`src/rtl/analog_seq_ctrl.sv`:
```
// analog_seq_ctrl
//   Top-level sequencer for one analog Ising run. A start pulse loads the
//   WWL timing / transfer-count configuration, optionally kicks the J/h data
//   transfer and waits for it, then runs settle / anneal / sample for the
//   programmed number of iterations, handing each spin vector downstream over
//   a valid/ready port. J/h are loaded once per run, never per iteration.
//
// Ports
//   clk_i, rst_i                 clock, synchronous active-high reset
//   en_i, start_i, abort_i       enable (low = abort), start pulse, abort
//   skip_cfg_i                   skip the J/h transfer (sampled in LOAD)
//   cycle_per_wwl_high/low_i,    forwarded configuration, shadowed onto the
//   cfg_trans_num_i              matching _o ports in LOAD
//   settle/anneal_cycles_i,      window lengths and iteration count
//   num_iter_i                   (sampled in LOAD, 0 anneal/iter means 1)
//   cfg_configure_enable_o       load strobe to the configuration block
//   dt_cfg_enable_o, dt_cfg_idle_i  data-transfer kick and idle status
//   anneal_en_o, spin_ren_o      macro anneal enable, spin sample strobe
//   spin_rdata_i                 macro spin read data
//   spin_o, spin_valid_o,        captured spin vector and its handshake
//   spin_ready_i
//   iter_o                       current iteration index
//   busy_o, done_o, aborted_o    status, completion pulse, abort pulse
module analog_seq_ctrl #(
  parameter int unsigned NUM_SPIN         = 256,
  parameter int unsigned COUNTER_BITWIDTH = 16,
  parameter int unsigned ITER_BITWIDTH    = 8
) (
  input  logic                        clk_i,
  input  logic                        rst_i,
  input  logic                        en_i,
  input  logic                        start_i,
  input  logic                        abort_i,
  input  logic                        skip_cfg_i,
  input  logic [COUNTER_BITWIDTH-1:0] cycle_per_wwl_high_i,
  input  logic [COUNTER_BITWIDTH-1:0] cycle_per_wwl_low_i,
  input  logic [COUNTER_BITWIDTH-1:0] cfg_trans_num_i,
  input  logic [COUNTER_BITWIDTH-1:0] settle_cycles_i,
  input  logic [COUNTER_BITWIDTH-1:0] anneal_cycles_i,
  input  logic [ITER_BITWIDTH-1:0]    num_iter_i,
  output logic                        cfg_configure_enable_o,
  output logic [COUNTER_BITWIDTH-1:0] cycle_per_wwl_high_o,
  output logic [COUNTER_BITWIDTH-1:0] cycle_per_wwl_low_o,
  output logic [COUNTER_BITWIDTH-1:0] cfg_trans_num_o,
  output logic                        dt_cfg_enable_o,
  input  logic                        dt_cfg_idle_i,
  output logic                        anneal_en_o,
  output logic                        spin_ren_o,
  input  logic [NUM_SPIN-1:0]         spin_rdata_i,
  output logic [NUM_SPIN-1:0]         spin_o,
  output logic                        spin_valid_o,
  input  logic                        spin_ready_i,
  output logic [ITER_BITWIDTH-1:0]    iter_o,
  output logic                        busy_o,
  output logic                        done_o,
  output logic                        aborted_o
);

  typedef enum logic [3:0] {
    ST_IDLE   = 4'd0,
    ST_LOAD   = 4'd1,
    ST_KICK   = 4'd2,
    ST_CWAIT  = 4'd3,
    ST_SETTLE = 4'd4,
    ST_ANNEAL = 4'd5,
    ST_SAMPLE = 4'd6,
    ST_OUT    = 4'd7,
    ST_DONE   = 4'd8
  } state_e;

  localparam logic [COUNTER_BITWIDTH-1:0] CNT_ONE  = COUNTER_BITWIDTH'(1);
  localparam logic [ITER_BITWIDTH-1:0]    ITER_ONE = ITER_BITWIDTH'(1);

  state_e                      state_q, state_d;
  logic [COUNTER_BITWIDTH-1:0] cnt_q, cnt_d;
  logic [COUNTER_BITWIDTH-1:0] wwl_high_q, wwl_high_d;
  logic [COUNTER_BITWIDTH-1:0] wwl_low_q, wwl_low_d;
  logic [COUNTER_BITWIDTH-1:0] trans_num_q, trans_num_d;
  logic [COUNTER_BITWIDTH-1:0] settle_q, settle_d;
  logic [COUNTER_BITWIDTH-1:0] anneal_q, anneal_d;
  logic [ITER_BITWIDTH-1:0]    num_iter_q, num_iter_d;
  logic [ITER_BITWIDTH-1:0]    iter_q, iter_d;
  logic [NUM_SPIN-1:0]         spin_q, spin_d;
  logic                        cwait_armed_q, cwait_armed_d;
  logic                        aborted_q, aborted_d;

  logic                        stop;
  logic [COUNTER_BITWIDTH-1:0] anneal_in_norm;
  logic [ITER_BITWIDTH-1:0]    num_iter_in_norm;
  logic [COUNTER_BITWIDTH-1:0] settle_eff;
  logic [COUNTER_BITWIDTH-1:0] anneal_eff;
  state_e                      win_state;
  logic [COUNTER_BITWIDTH-1:0] win_cnt;

  assign stop             = (abort_i | ~en_i) & (state_q != ST_IDLE);
  assign anneal_in_norm   = (anneal_cycles_i == '0) ? CNT_ONE : anneal_cycles_i;
  assign num_iter_in_norm = (num_iter_i == '0) ? ITER_ONE : num_iter_i;

  // Entry into the settle/anneal window. Out of LOAD the latched copies are
  // not yet visible, so the live inputs are used; a zero settle length skips
  // SETTLE and loads the anneal length straight away.
  always_comb begin
    settle_eff = (state_q == ST_LOAD) ? settle_cycles_i : settle_q;
    anneal_eff = (state_q == ST_LOAD) ? anneal_in_norm : anneal_q;
    if (settle_eff != '0) begin
      win_state = ST_SETTLE;
      win_cnt   = settle_eff;
    end else begin
      win_state = ST_ANNEAL;
      win_cnt   = anneal_eff;
    end
  end

  always_comb begin
    state_d       = state_q;
    cnt_d         = cnt_q;
    wwl_high_d    = wwl_high_q;
    wwl_low_d     = wwl_low_q;
    trans_num_d   = trans_num_q;
    settle_d      = settle_q;
    anneal_d      = anneal_q;
    num_iter_d    = num_iter_q;
    iter_d        = iter_q;
    spin_d        = spin_q;
    cwait_armed_d = cwait_armed_q;
    aborted_d     = 1'b0;

    if (stop) begin
      // Abort wins over every other transition; nothing is latched or
      // captured in the aborting cycle.
      state_d   = ST_IDLE;
      cnt_d     = '0;
      aborted_d = 1'b1;
    end else begin
      unique case (state_q)
        ST_IDLE: begin
          if (start_i && en_i && !abort_i) state_d = ST_LOAD;
        end
        ST_LOAD: begin
          wwl_high_d  = cycle_per_wwl_high_i;
          wwl_low_d   = cycle_per_wwl_low_i;
          trans_num_d = cfg_trans_num_i;
          settle_d    = settle_cycles_i;
          anneal_d    = anneal_in_norm;
          num_iter_d  = num_iter_in_norm;
          iter_d      = '0;
          // skip_cfg only steers this one decision, so it is consumed here
          // rather than held in a register.
          if (skip_cfg_i) begin
            state_d = win_state;
            cnt_d   = win_cnt;
          end else begin
            state_d = ST_KICK;
          end
        end
        ST_KICK: begin
          cwait_armed_d = 1'b0;
          state_d       = ST_CWAIT;
        end
        ST_CWAIT: begin
          // The transfer block's busy flag lags the kick by one cycle, so
          // its idle status is only trusted from the second CWAIT cycle.
          cwait_armed_d = 1'b1;
          if (cwait_armed_q && dt_cfg_idle_i) begin
            state_d = win_state;
            cnt_d   = win_cnt;
          end
        end
        ST_SETTLE: begin
          if (cnt_q <= CNT_ONE) begin
            state_d = ST_ANNEAL;
            cnt_d   = anneal_q;
          end else begin
            cnt_d = cnt_q - CNT_ONE;
          end
        end
        ST_ANNEAL: begin
          if (cnt_q <= CNT_ONE) begin
            state_d = ST_SAMPLE;
            cnt_d   = '0;
          end else begin
            cnt_d = cnt_q - CNT_ONE;
          end
        end
        ST_SAMPLE: begin
          spin_d  = spin_rdata_i;
          state_d = ST_OUT;
        end
        ST_OUT: begin
          if (spin_ready_i) begin
            if (iter_q == (num_iter_q - ITER_ONE)) begin
              state_d = ST_DONE;
            end else begin
              iter_d  = iter_q + ITER_ONE;
              state_d = win_state;
              cnt_d   = win_cnt;
            end
          end
        end
        ST_DONE: begin
          state_d = ST_IDLE;
        end
        default: begin
          state_d = ST_IDLE;
          cnt_d   = '0;
        end
      endcase
    end
  end

  always_ff @(posedge clk_i) begin
    if (rst_i) begin
      state_q       <= ST_IDLE;
      cnt_q         <= '0;
      wwl_high_q    <= '0;
      wwl_low_q     <= '0;
      trans_num_q   <= '0;
      settle_q      <= '0;
      anneal_q      <= '0;
      num_iter_q    <= '0;
      iter_q        <= '0;
      spin_q        <= '0;
      cwait_armed_q <= 1'b0;
      aborted_q     <= 1'b0;
    end else begin
      state_q       <= state_d;
      cnt_q         <= cnt_d;
      wwl_high_q    <= wwl_high_d;
      wwl_low_q     <= wwl_low_d;
      trans_num_q   <= trans_num_d;
      settle_q      <= settle_d;
      anneal_q      <= anneal_d;
      num_iter_q    <= num_iter_d;
      iter_q        <= iter_d;
      spin_q        <= spin_d;
      cwait_armed_q <= cwait_armed_d;
      aborted_q     <= aborted_d;
    end
  end

  assign cfg_configure_enable_o = (state_q == ST_LOAD);
  assign dt_cfg_enable_o        = (state_q == ST_KICK);
  assign anneal_en_o            = (state_q == ST_ANNEAL);
  assign spin_ren_o             = (state_q == ST_SAMPLE);
  assign spin_valid_o           = (state_q == ST_OUT);
  assign done_o                 = (state_q == ST_DONE);
  assign busy_o                 = (state_q != ST_IDLE);
  assign aborted_o              = aborted_q;
  assign cycle_per_wwl_high_o   = wwl_high_q;
  assign cycle_per_wwl_low_o    = wwl_low_q;
  assign cfg_trans_num_o        = trans_num_q;
  assign spin_o                 = spin_q;
  assign iter_o                 = iter_q;

endmodule

```
`config.mk`:
```
export PLATFORM = sky130hd
export DESIGN_NAME = analog_seq_ctrl
export DESIGN_NICKNAME = d
export VERILOG_FILES = /design/src/rtl/analog_seq_ctrl.sv
export SDC_FILE = /design/constraint.sdc
export NUM_CORES = 1
export LEC_CHECK = 0
export CORE_AREA = 10 10 254 256
export CTS_BUF_LIST = sky130_fd_sc_hd__clkbuf_4
export DETAILED_ROUTE_END_ITERATION = 8
export DIE_AREA = 0 0 264 266
export PLACE_DENSITY = 0.54
export SLEW_MARGIN = 20
export SYNTH_ARGS = -nofsm -noshare
export SYNTH_HDL_FRONTEND = slang
export SYNTH_SLANG_ARGS = --single-unit
```
`constraint.sdc`:
```
create_clock -name clk_i -period 7.35 [get_ports clk_i]
set_clock_uncertainty 0.05 [all_clocks]
set_input_delay 1.1025 -clock clk_i [delete_from_list [all_inputs] [get_ports clk_i]]
set_output_delay 1.1025 -clock clk_i [all_outputs]
set_load 0.02 [all_outputs]
```
==> results.md, run 1 <==
- The flow ran to the end, and the final reports show no timing, DRC or antenna violations.
- STA classifies the critical path endpoint as an output port.
- The average wire per standard cell is 19.7 um.
- The routability congestion estimate is 0.840.
- The min-delay analysis places its worst path in the category flip-flop to flip-flop.
- Setup repair after global routing left no endpoint under its margin.
- The number of slew-limit violations in the final report is 0.
- The number of DRC violations after detailed-routing iteration 0 is 1,033.
- The cts-stage hold buffer count is 0.
- The distinct cell type count of the synthesized netlist is 72.
- Net switching is ~28% of the power.
- The number of setup buffers added after CTS is 0.
- The launch point of the worst hold path is cfg_trans_num_o[5]$_SDFFE_PP0P_.
- Power spread over the standard cell area amounts to 204 mW/mm2.
- OpenSTA, run right after detailed placement, puts the worst setup slack at 3170 ps.
- The clock-pin slew of the registers on the worst-case setup and hold paths is 60 ps.
- The maximum vdd ir drop is 0.110 mV.
- The time the worst path needs with I/O delays and setup is 4960 ps.
- Along the worst hold path, the cell count comes to 2.
- The horizontal extent of the die is between 200 and 300 um.
- In this run the core area contains 90 standard-cell rows.
- TritonCTS built the clock tree.
- The number of global-route vias before repair is ~16,000.
- The number of buffers on the longest clock path is 3.
- The beginning of the worst register-to-register path is state_q[3]$_SDFFE_PP0P_.
- The share of synthesized area occupied by flip-flops and latches is 51.1%.
- The number of antenna violations at the first check in global routing was 9.
- The worst setup slack after layout is 2390 ps.
- The CTS buffer count is 106.
- The DRC violations left is 0.
- The first global-routing pass estimated between 90,000 and 100,000 um of wire.
- The maximum number of pins on one net before global-route repair is 180.
- The number of resized instances in the post-cts repair step is 0.
- Setup slack on the worst reg-to-reg path comes out at 3640 ps.
- The final count of hold timing violations is 0.
- The most common library cell in the layout ignoring fill and taps is nand2_1.
- The worst-case reg-to-reg path depth is 7.
- Max-cap violations in this run came to 0.
- The peak fanout along the critical path is 21.
- The core region is 0.0597 mm2.
- The cell area after synthesis is about 0.015 mm2.
- After the last flow step, the layout net total stands at between 2,000 and 3,000.
- For hold timing, the worst endpoint is cfg_trans_num_o[5]$_SDFFE_PP0P_.
- In the layout the commonest cells are 715 x nand2_1, 670 x clkdlybuf4s50_1, 374 x dfxtp_1.
- Setup violations remaining at the end of the flow were counted as 0.
- The H-tree was split into 3 levels.
- 672 I/O pins were placed.
- The effective utilization at floorplan is 24.5%.
- The share of total power dissipated in sequential elements is 44.7%.
- At the worst endpoint, the required time is a little over 6000 ps.
- Once detail routing completed, the nets flagged for antenna violations numbered 0.
- In the synthesized netlist the dominant register cell turns out to be dfxtp_1.
- The warning count from the yosys run is 0.
- The final route contains 15,677 vias.
- The routed wire length is 67,100 um.
- The pin slew with the least headroom to its limit is 1050 ps.
- The synthesis-to-layout area growth is 58.4%.
- The flip-flop and latch count after synthesis is 374.
- The number of enable-type register cells in the synthesized netlist is 0.
- The tree is rooted in a clkbuf_4.
- The critical path class is flip-flop to output port.
- STA classifies the critical path startpoint as a flip-flop.
- The internal power of the cells totals 3.39 mW.
- In the global route stage, overall resource usage came out at 18.0%.
- The number of nets in the synthesized netlist is 2,241.
- Cells fill 38.9% of the core in the end.
- Summed over all layers, the global routing overflow is 0.
- The floorplan step defined a die boundary enclosing 0.0702 mm2.
- In the routed layout, each cell is associated on average with a via count of 4.61.
- The proportion of power drawn by the clock network is 39.2%.
- The total half-perimeter wirelength after legalization and detailed placement is just under 50,000 um.
- The final critical path takes up 67.4% of the cycle.
- The headroom to the max-slew limit is 29.8%.
- For this run, the top clock speed supported by timing is 202 MHz.
- The number of clock sinks is between 300 and 400.
- The die extent in y is 266 um.
- The arrival time at the worst endpoint is 3800 ps.
- For this run, the detailed router's first-pass iteration total came to 6.
- Summed over all cells, the static leakage comes to 7.85 nW.
- The total net switching power is 1.35 mW.
- After synthesis, the mean cell area works out to around 8 um2.
- The clock latency on the worst-skew pair is 820 ps.
- The total negative setup slack is 0 ps.
- The endpoint of the lowest-slack register-to-register path is num_iter_q[0]$_SDFFE_PP0P_.
- Synthesis produced 1,885 cells.
- Combinational logic burns between 10% and 20% of the power.
- The share of async-settable or async-resettable flops after synthesis is 0%.
- During placement, the flow inserted port buffers numbering 671.
- In the final layout, the share of cells above drive strength 1 is 7.79%.
-- how the worst max path moves through the flow --
stage / start / end / slack (ps) / cells past startpoint
5_1_grt: state_q[3]$_SDFFE_PP0P_ / cfg_configure_enable_o / 2170 / 4
3_5_place_dp: en_i / spin_o[251]$_SDFFE_PP0P_ / 3170 / 8
4_1_cts: state_q[3]$_SDFFE_PP0P_ / cfg_configure_enable_o / 2310 / 4
6_report: state_q[3]$_SDFFE_PP0P_ / cfg_configure_enable_o / 2390 / 4
2_1_floorplan: settle_cycles_i[5] / cnt_q[3]$_SDFFE_PP0P_ / 4570 / 8
3_3_place_gp: en_i / spin_o[6]$_SDFFE_PP0P_ / 3200 / 8
-- worst max-delay path, cell delays in order (launching register included) --
cell and delay, ps:
dfxtp_1 410, nor2_1 460, nand3b_2 510, inv_1 850
clkdlybuf4s50_1 760
-- per-stage QoR --
step	power [mW]	hold WS (ps)	std cells	instance area, um2
floorplan	2.56	386	1885	14600
global placement	2.91	391	3213	21900
detailed placement	2.92	395	3213	21900
CTS	4.83	403	3388	23200
global route	5.01	420	3398	23200
finish	4.74	400	3398	23200
-- final cells by class --
class / instances / area (um2)
inverter: 12 / 45.0
multi-input combinational: 1364 / 6570
sequential: 374 / 7490
tap: 782 / 978
antenna: 10 / 25.0
timing repair buffer: 681 / 6820
clock buffer: 155 / 1160
fill: 6134 / 36500
clock inverter: 20 / 103
-- power groups by stage --
stage | Combinational [mW] | Sequential [mW] | Clock, mW
after CTS | 0.761 | 2.12 | 1.95
after floorplan | 0.397 | 2.17 | 0
final | 0.762 | 2.12 | 1.86
after detailed placement | 0.757 | 2.16 | 0
after global placement | 0.754 | 2.16 | 0
after global routing | 0.824 | 2.12 | 2.06
-- metal layers --
| metal | GRT usage (%) | share of wire, % |
|---|---|---|
| met1 | 18.9 | 37 |
| met4 | 5.93 | 2.1 |
| met2 | 31.7 | 51 |
| met3 | 7.93 | 9.8 |
| met5 | 0 | 0 |
-- logic make-up (layout without fill, tap and decap cells) --
group,count (synthesis),after routing,share of synthesized area (%)
AOI/OAI and AO/OA,467,467,18.0
xor gates and xnor gates,21,21,1.26
adders and majority gates,4,4,0.342
buffers and inverters,147,868,4.13
DFF,374,374,51.1
muxes,11,11,0.786
other,0,10,0
and+or+nand+nor,861,861,24.4
-- synthesized netlist by cell type, types with 4 or more instances --
cell	count	area [um2]
or3_1	5	31.3
clkbuf_1	118	443
o21ai_0	12	60.1
buf_4	5	37.5
buf_2	5	25.0
nand3_1	14	70.1
mux2_2	4	45.0
inv_1	12	45.0
nor2_1	42	158
xor2_1	10	87.6
a21oi_1	369	1850
nor3_1	23	115
xnor2_1	11	96.3
o2bb2ai_1	7	61.3
o31ai_1	5	37.5
mux2i_1	7	70.1
nand3b_1	5	37.5
nand2_1	717	2690
a211oi_1	23	173
nor4_1	10	62.6
o211ai_1	10	75.1
a311oi_1	5	43.8
dfxtp_1	374	7490
ha_1	4	50.1
a22o_1	4	35.0
nand2b_1	9	56.3
-- sequential cells by signal (all words and copies together), names as in the netlist --
signal and cells:
settle_q 16, anneal_q 16, spin_o 256, cfg_trans_num_o 16
num_iter_q 8, cycle_per_wwl_high_o 16, cycle_per_wwl_low_o 16, iter_o 8
cwait_armed_q 1, state_q 4, cnt_q 16, aborted_o 1
Note: power is estimated with default switching activity, not from simulation.
==> inputs of run 2 (changes only) <==
--- a/config.mk
+++ b/config.mk
@@ -5,11 +5,11 @@
 export SDC_FILE = /design/constraint.sdc
 export NUM_CORES = 1
 export LEC_CHECK = 0
-export CORE_AREA = 10 10 254 256
+export CORE_AREA = 10 10 252 254
 export CTS_BUF_LIST = sky130_fd_sc_hd__clkbuf_4
 export DETAILED_ROUTE_END_ITERATION = 8
-export DIE_AREA = 0 0 264 266
-export PLACE_DENSITY = 0.54
+export DIE_AREA = 0 0 262 264
+export PLACE_DENSITY = 0.55
 export SLEW_MARGIN = 20
 export SYNTH_ARGS = -nofsm -noshare
 export SYNTH_HDL_FRONTEND = slang
==> constraint.sdc (replaced) <==
create_clock -name clk_i -period 4.67 [get_ports clk_i]
set_clock_uncertainty 0.05 [all_clocks]
set_input_delay 0.7005 -clock clk_i [delete_from_list [all_inputs] [get_ports clk_i]]
set_output_delay 0.7005 -clock clk_i [all_outputs]
set_load 0.02 [all_outputs]
==> run 2 against run 1 <==
  * Clock power rose by 72%
  * Sequential share of layout area fell by 0.39 points
  * Core utilization rose by 1.3 points
  * Clock-buffer cell count rose by 16
  * Sequential power rose by 57%
  * Final cell count rose by 0.74%
  * Global-route usage rose by 0.81 points
  * Worst setup slack got worse by 2100 ps
  * Register-to-register slack got worse by 2400 ps
  * Combinational power rose by 57%
  * Hold slack got worse by 78 ps
==> results.md, run 2 (synthesis results as in run 1) <==
- The total stage count of the critical path came to 4 (unchanged).
- The switching fraction of total power came to 28.2% (-0.24 points).
- The peak fanout along the critical path is 21 (unchanged).
- The routability congestion estimate came to 0.909 (+8.1%).
- The worst reg-to-reg setup slack was 1280 ps (-2360 ps).
- The total power divided by cell area is 329 mW/mm2 (+61%).
- Counting I/O delays and the setup requirement, the final critical path takes 4380 ps.
- The endpoint of the lowest-slack register-to-register path is cnt_q[1]$_SDFFE_PP0P_.
- The area growth from synthesis to layout is 60.3%.
- The antenna violation net count after detailed routing is 0 (unchanged).
- The final count of hold timing violations is 0 (unchanged).
- The total net switching power was 2.18 mW (+62%).
- The CTS buffer count is 108 (+1.9%).
- The post-placement cell count is 3,210 (-0.093%).
- The via count normalized by instance count was 4.62 (about the same).
- The number of detailed-route iterations in the first pass is 5 (-1).
- The worst setup path is launched from a flip-flop.
- Setup repair after global routing left no endpoint under its margin.
- The die extent in y came to 264 um (-0.75%).
- The critical path buffer and inverter count is 2 (unchanged).
- The library cells used most frequently in the layout, excluding fill and tap cells, are 715 x nand2_1, 670 x clkdlybuf4s50_1, 374 x dfxtp_1.
- The worst hold path endpoint is settle_q[12]$_SDFFE_PP0N_.
- The critical-path cell with the highest stage delay is inv_1.
- The clock-pin slew of the registers on the worst-case setup and hold paths was 70 ps (about the same).
- The headroom to the max-slew limit is 32.0% (+2.3 points).
- The post-route core utilization was 40.2% (+1.3 points).
- The number of antenna violations at the first check in global routing is 14 (+5).
- The level count of the clock H-tree is 3 (unchanged).
- The number of slew-limit violations in the final report is 0 (unchanged).
- The proportion of power drawn by the clock network was 41.4% (+2.2 points).
- STA classifies the critical path endpoint as an output port.
- The maximum number of pins on one net before global-route repair came to 140 (-22%).
- The proportion of power drawn by combinational gates is 15.5% (-0.6 points).
- The kind of cell with the highest combined delay on the critical path is buffers and inverters.
- The pin slew with the least headroom to its limit was 1020 ps (-33.8 ps).
- The clock latency on the worst-skew pair is 830 ps (about the same).
- The global-route congestion overflow total is 0 (unchanged).
- The fraction of final layout cells with drive strength greater than 1 came to 8.49% (+0.70 points).
- The setup fix buffers added after clock tree synthesis is 0 (unchanged).
- The total of buffers placed on input and output ports is 671 (unchanged).
- The overall die area is 0.0692 mm2 (-1.5%).
- The count of vias placed by the detailed router is 15,802 (+0.80%).
- The routed wire length came to 68,000 um (+1.3%).
- The biggest cell delay along the critical path came to 760 ps (-90 ps).
- The final instance count without filler cells is 3,423 (+0.74%).
- The smallest hold slack was 322 ps (-77.6 ps).
- Based on the critical path, the design can be clocked at up to about 230 MHz.
- The maximum vdd ir drop was 0.203 mV (+85%).
- The wire length of the first global-routing pass is 99,500 um (+0.86%).
- The data required time of the worst path came to 3920 ps (-2280 ps).
- The horizontal extent of the die was 262 um (-0.76%).
- The launch point of the worst hold path is rst_i.
- The worst-case reg-to-reg path depth is 8 (+1).
- Walking the worst path, the cells encountered are nor2_1 > nand3b_2 > inv_1 > clkdlybuf4s50_1.
- The internal cell power is 5.55 mW (+64%).
- The number of cell rows is 89 (-1.1%).
- The share of the clock period used by the worst path is between 90% and 100%.
- The setup-violating endpoint count in the final report came to 0 (unchanged).
- The sequential cell fraction of total power is 43.1% (-1.6 points).
- Leaving out fill and tap cells, the most frequent cell in the layout is nand2_1.
- The average wire per standard cell is 19.9 um (+0.58%).
- The arrival time at the worst endpoint was 3630 ps (-170 ps).
- The combined global-route utilization of all metal layers is 18.8% (+0.81 points).
- The flow ran to the end, and the final reports show no timing, DRC or antenna violations.
- The min-delay analysis places its worst path in the category input port to flip-flop.
- In this run the clock root is driven by a clkbuf_4.
- The number of clock sinks was 374 (unchanged).
- The leakage power summed over all cells is 8.00 nW (+1.9%).
- The I/O pin count is 672 (unchanged).
- TritonCTS built the clock tree.
- The core outline area was 0.0585 mm2 (-2.0%).
- The number of violations of the max-capacitance limit came to 0 (unchanged).
- The DRC violations left is 0 (unchanged).
- The setup slack at placement came to 1200 ps (-1970 ps).
- The cts-stage hold buffer count is 0 (unchanged).
- The instance count along the most critical hold path is 2 (unchanged).
- The number of buffers on the longest clock path was 3 (unchanged).
- The total negative setup slack is 0 ps (unchanged).
- The number of DRC violations after detailed-routing iteration 0 is 1,162 (+12%).
- The effective utilization at floorplan is 25.0% (+0.51 points).
- The total half-perimeter wirelength after legalization and detailed placement was 50,500 um (+3.0%).
- The number of global-route vias before repair is 15,709 (+0.24%).
- The number of resized instances in the post-cts repair step came to 0 (unchanged).
- The number of flip-flops under the largest register name is 256 (unchanged).
- The worst setup slack after layout is 290 ps (-2100 ps).
- The startpoint identified for the worst register-to-register timing path is state_q[3]$_SDFFE_PP0P_.
- The critical path class is flip-flop to output port.
- The net count of the finished layout is 2,903 (+0.28%).
- The final-layout fill cell count is 6,003 (-2.1%).
run 2: power by group through the flow:
stage          sequential (mW)  combinational (mW)  clock (mW)
2_1_floorplan             3.41               0.625           0
3_3_place_gp              3.40                1.18           0
3_5_place_dp              3.40                1.19           0
4_1_cts                   3.33                1.20        3.34
5_1_grt                   3.34                1.30        3.53
6_report                  3.33                1.20        3.20
run 2: how the worst max path moves through the flow:
stage                                    start                      to  slack, ps
finish                 state_q[3]$_SDFFE_PP0P_  cfg_configure_enable_o        290
global route           state_q[3]$_SDFFE_PP0P_  cfg_configure_enable_o         50
CTS                    state_q[3]$_SDFFE_PP0P_  cfg_configure_enable_o        230
detailed placement     state_q[3]$_SDFFE_PP0P_  cfg_configure_enable_o       1200
global placement       state_q[3]$_SDFFE_PP0P_  cfg_configure_enable_o       1260
floorplan           num_iter_q[0]$_SDFFE_PP0P_   cnt_q[1]$_SDFFE_PP0P_       2100
run 2: layout make-up:
cell class	count	area (um2)	share of cell area [%]
Sequential cell	374	7490	31.9
Multi-Input combinational cell	1364	6570	28.0
Clock buffer	171	1280	5.47
Antenna cell	12	30.0	0.128
Inverter	12	45.0	0.192
Clock inverter	30	161	0.687
Tap cell	773	967	4.12
Timing Repair Buffer	687	6930	29.5
run 2: worst register-to-register path: cells and delay by family (launching register included):
kind                   cells  cell delay [ps]
AOI/OAI and AO/OA          3              630
buffers and inverters      1              770
DFF                        1              410
and+or+nand+nor            4             1440
run 2: per-layer routing:
metal / share of wire, % / GRT usage, %
met4: 2.9 / 8.36
met3: 10 / 8.33
met5: 0 / 0
met1: 37 / 20.1
met2: 50 / 31.6
run 2: through the flow:
| step | total power [mW] | area, um2 |
|---|---|---|
| final | 7.73 | 23500 |
| after CTS | 7.87 | 23400 |
| after floorplan | 4.04 | 14600 |
| after global placement | 4.58 | 22000 |
| after global routing | 8.16 | 23500 |
| after detailed placement | 4.59 | 22000 |
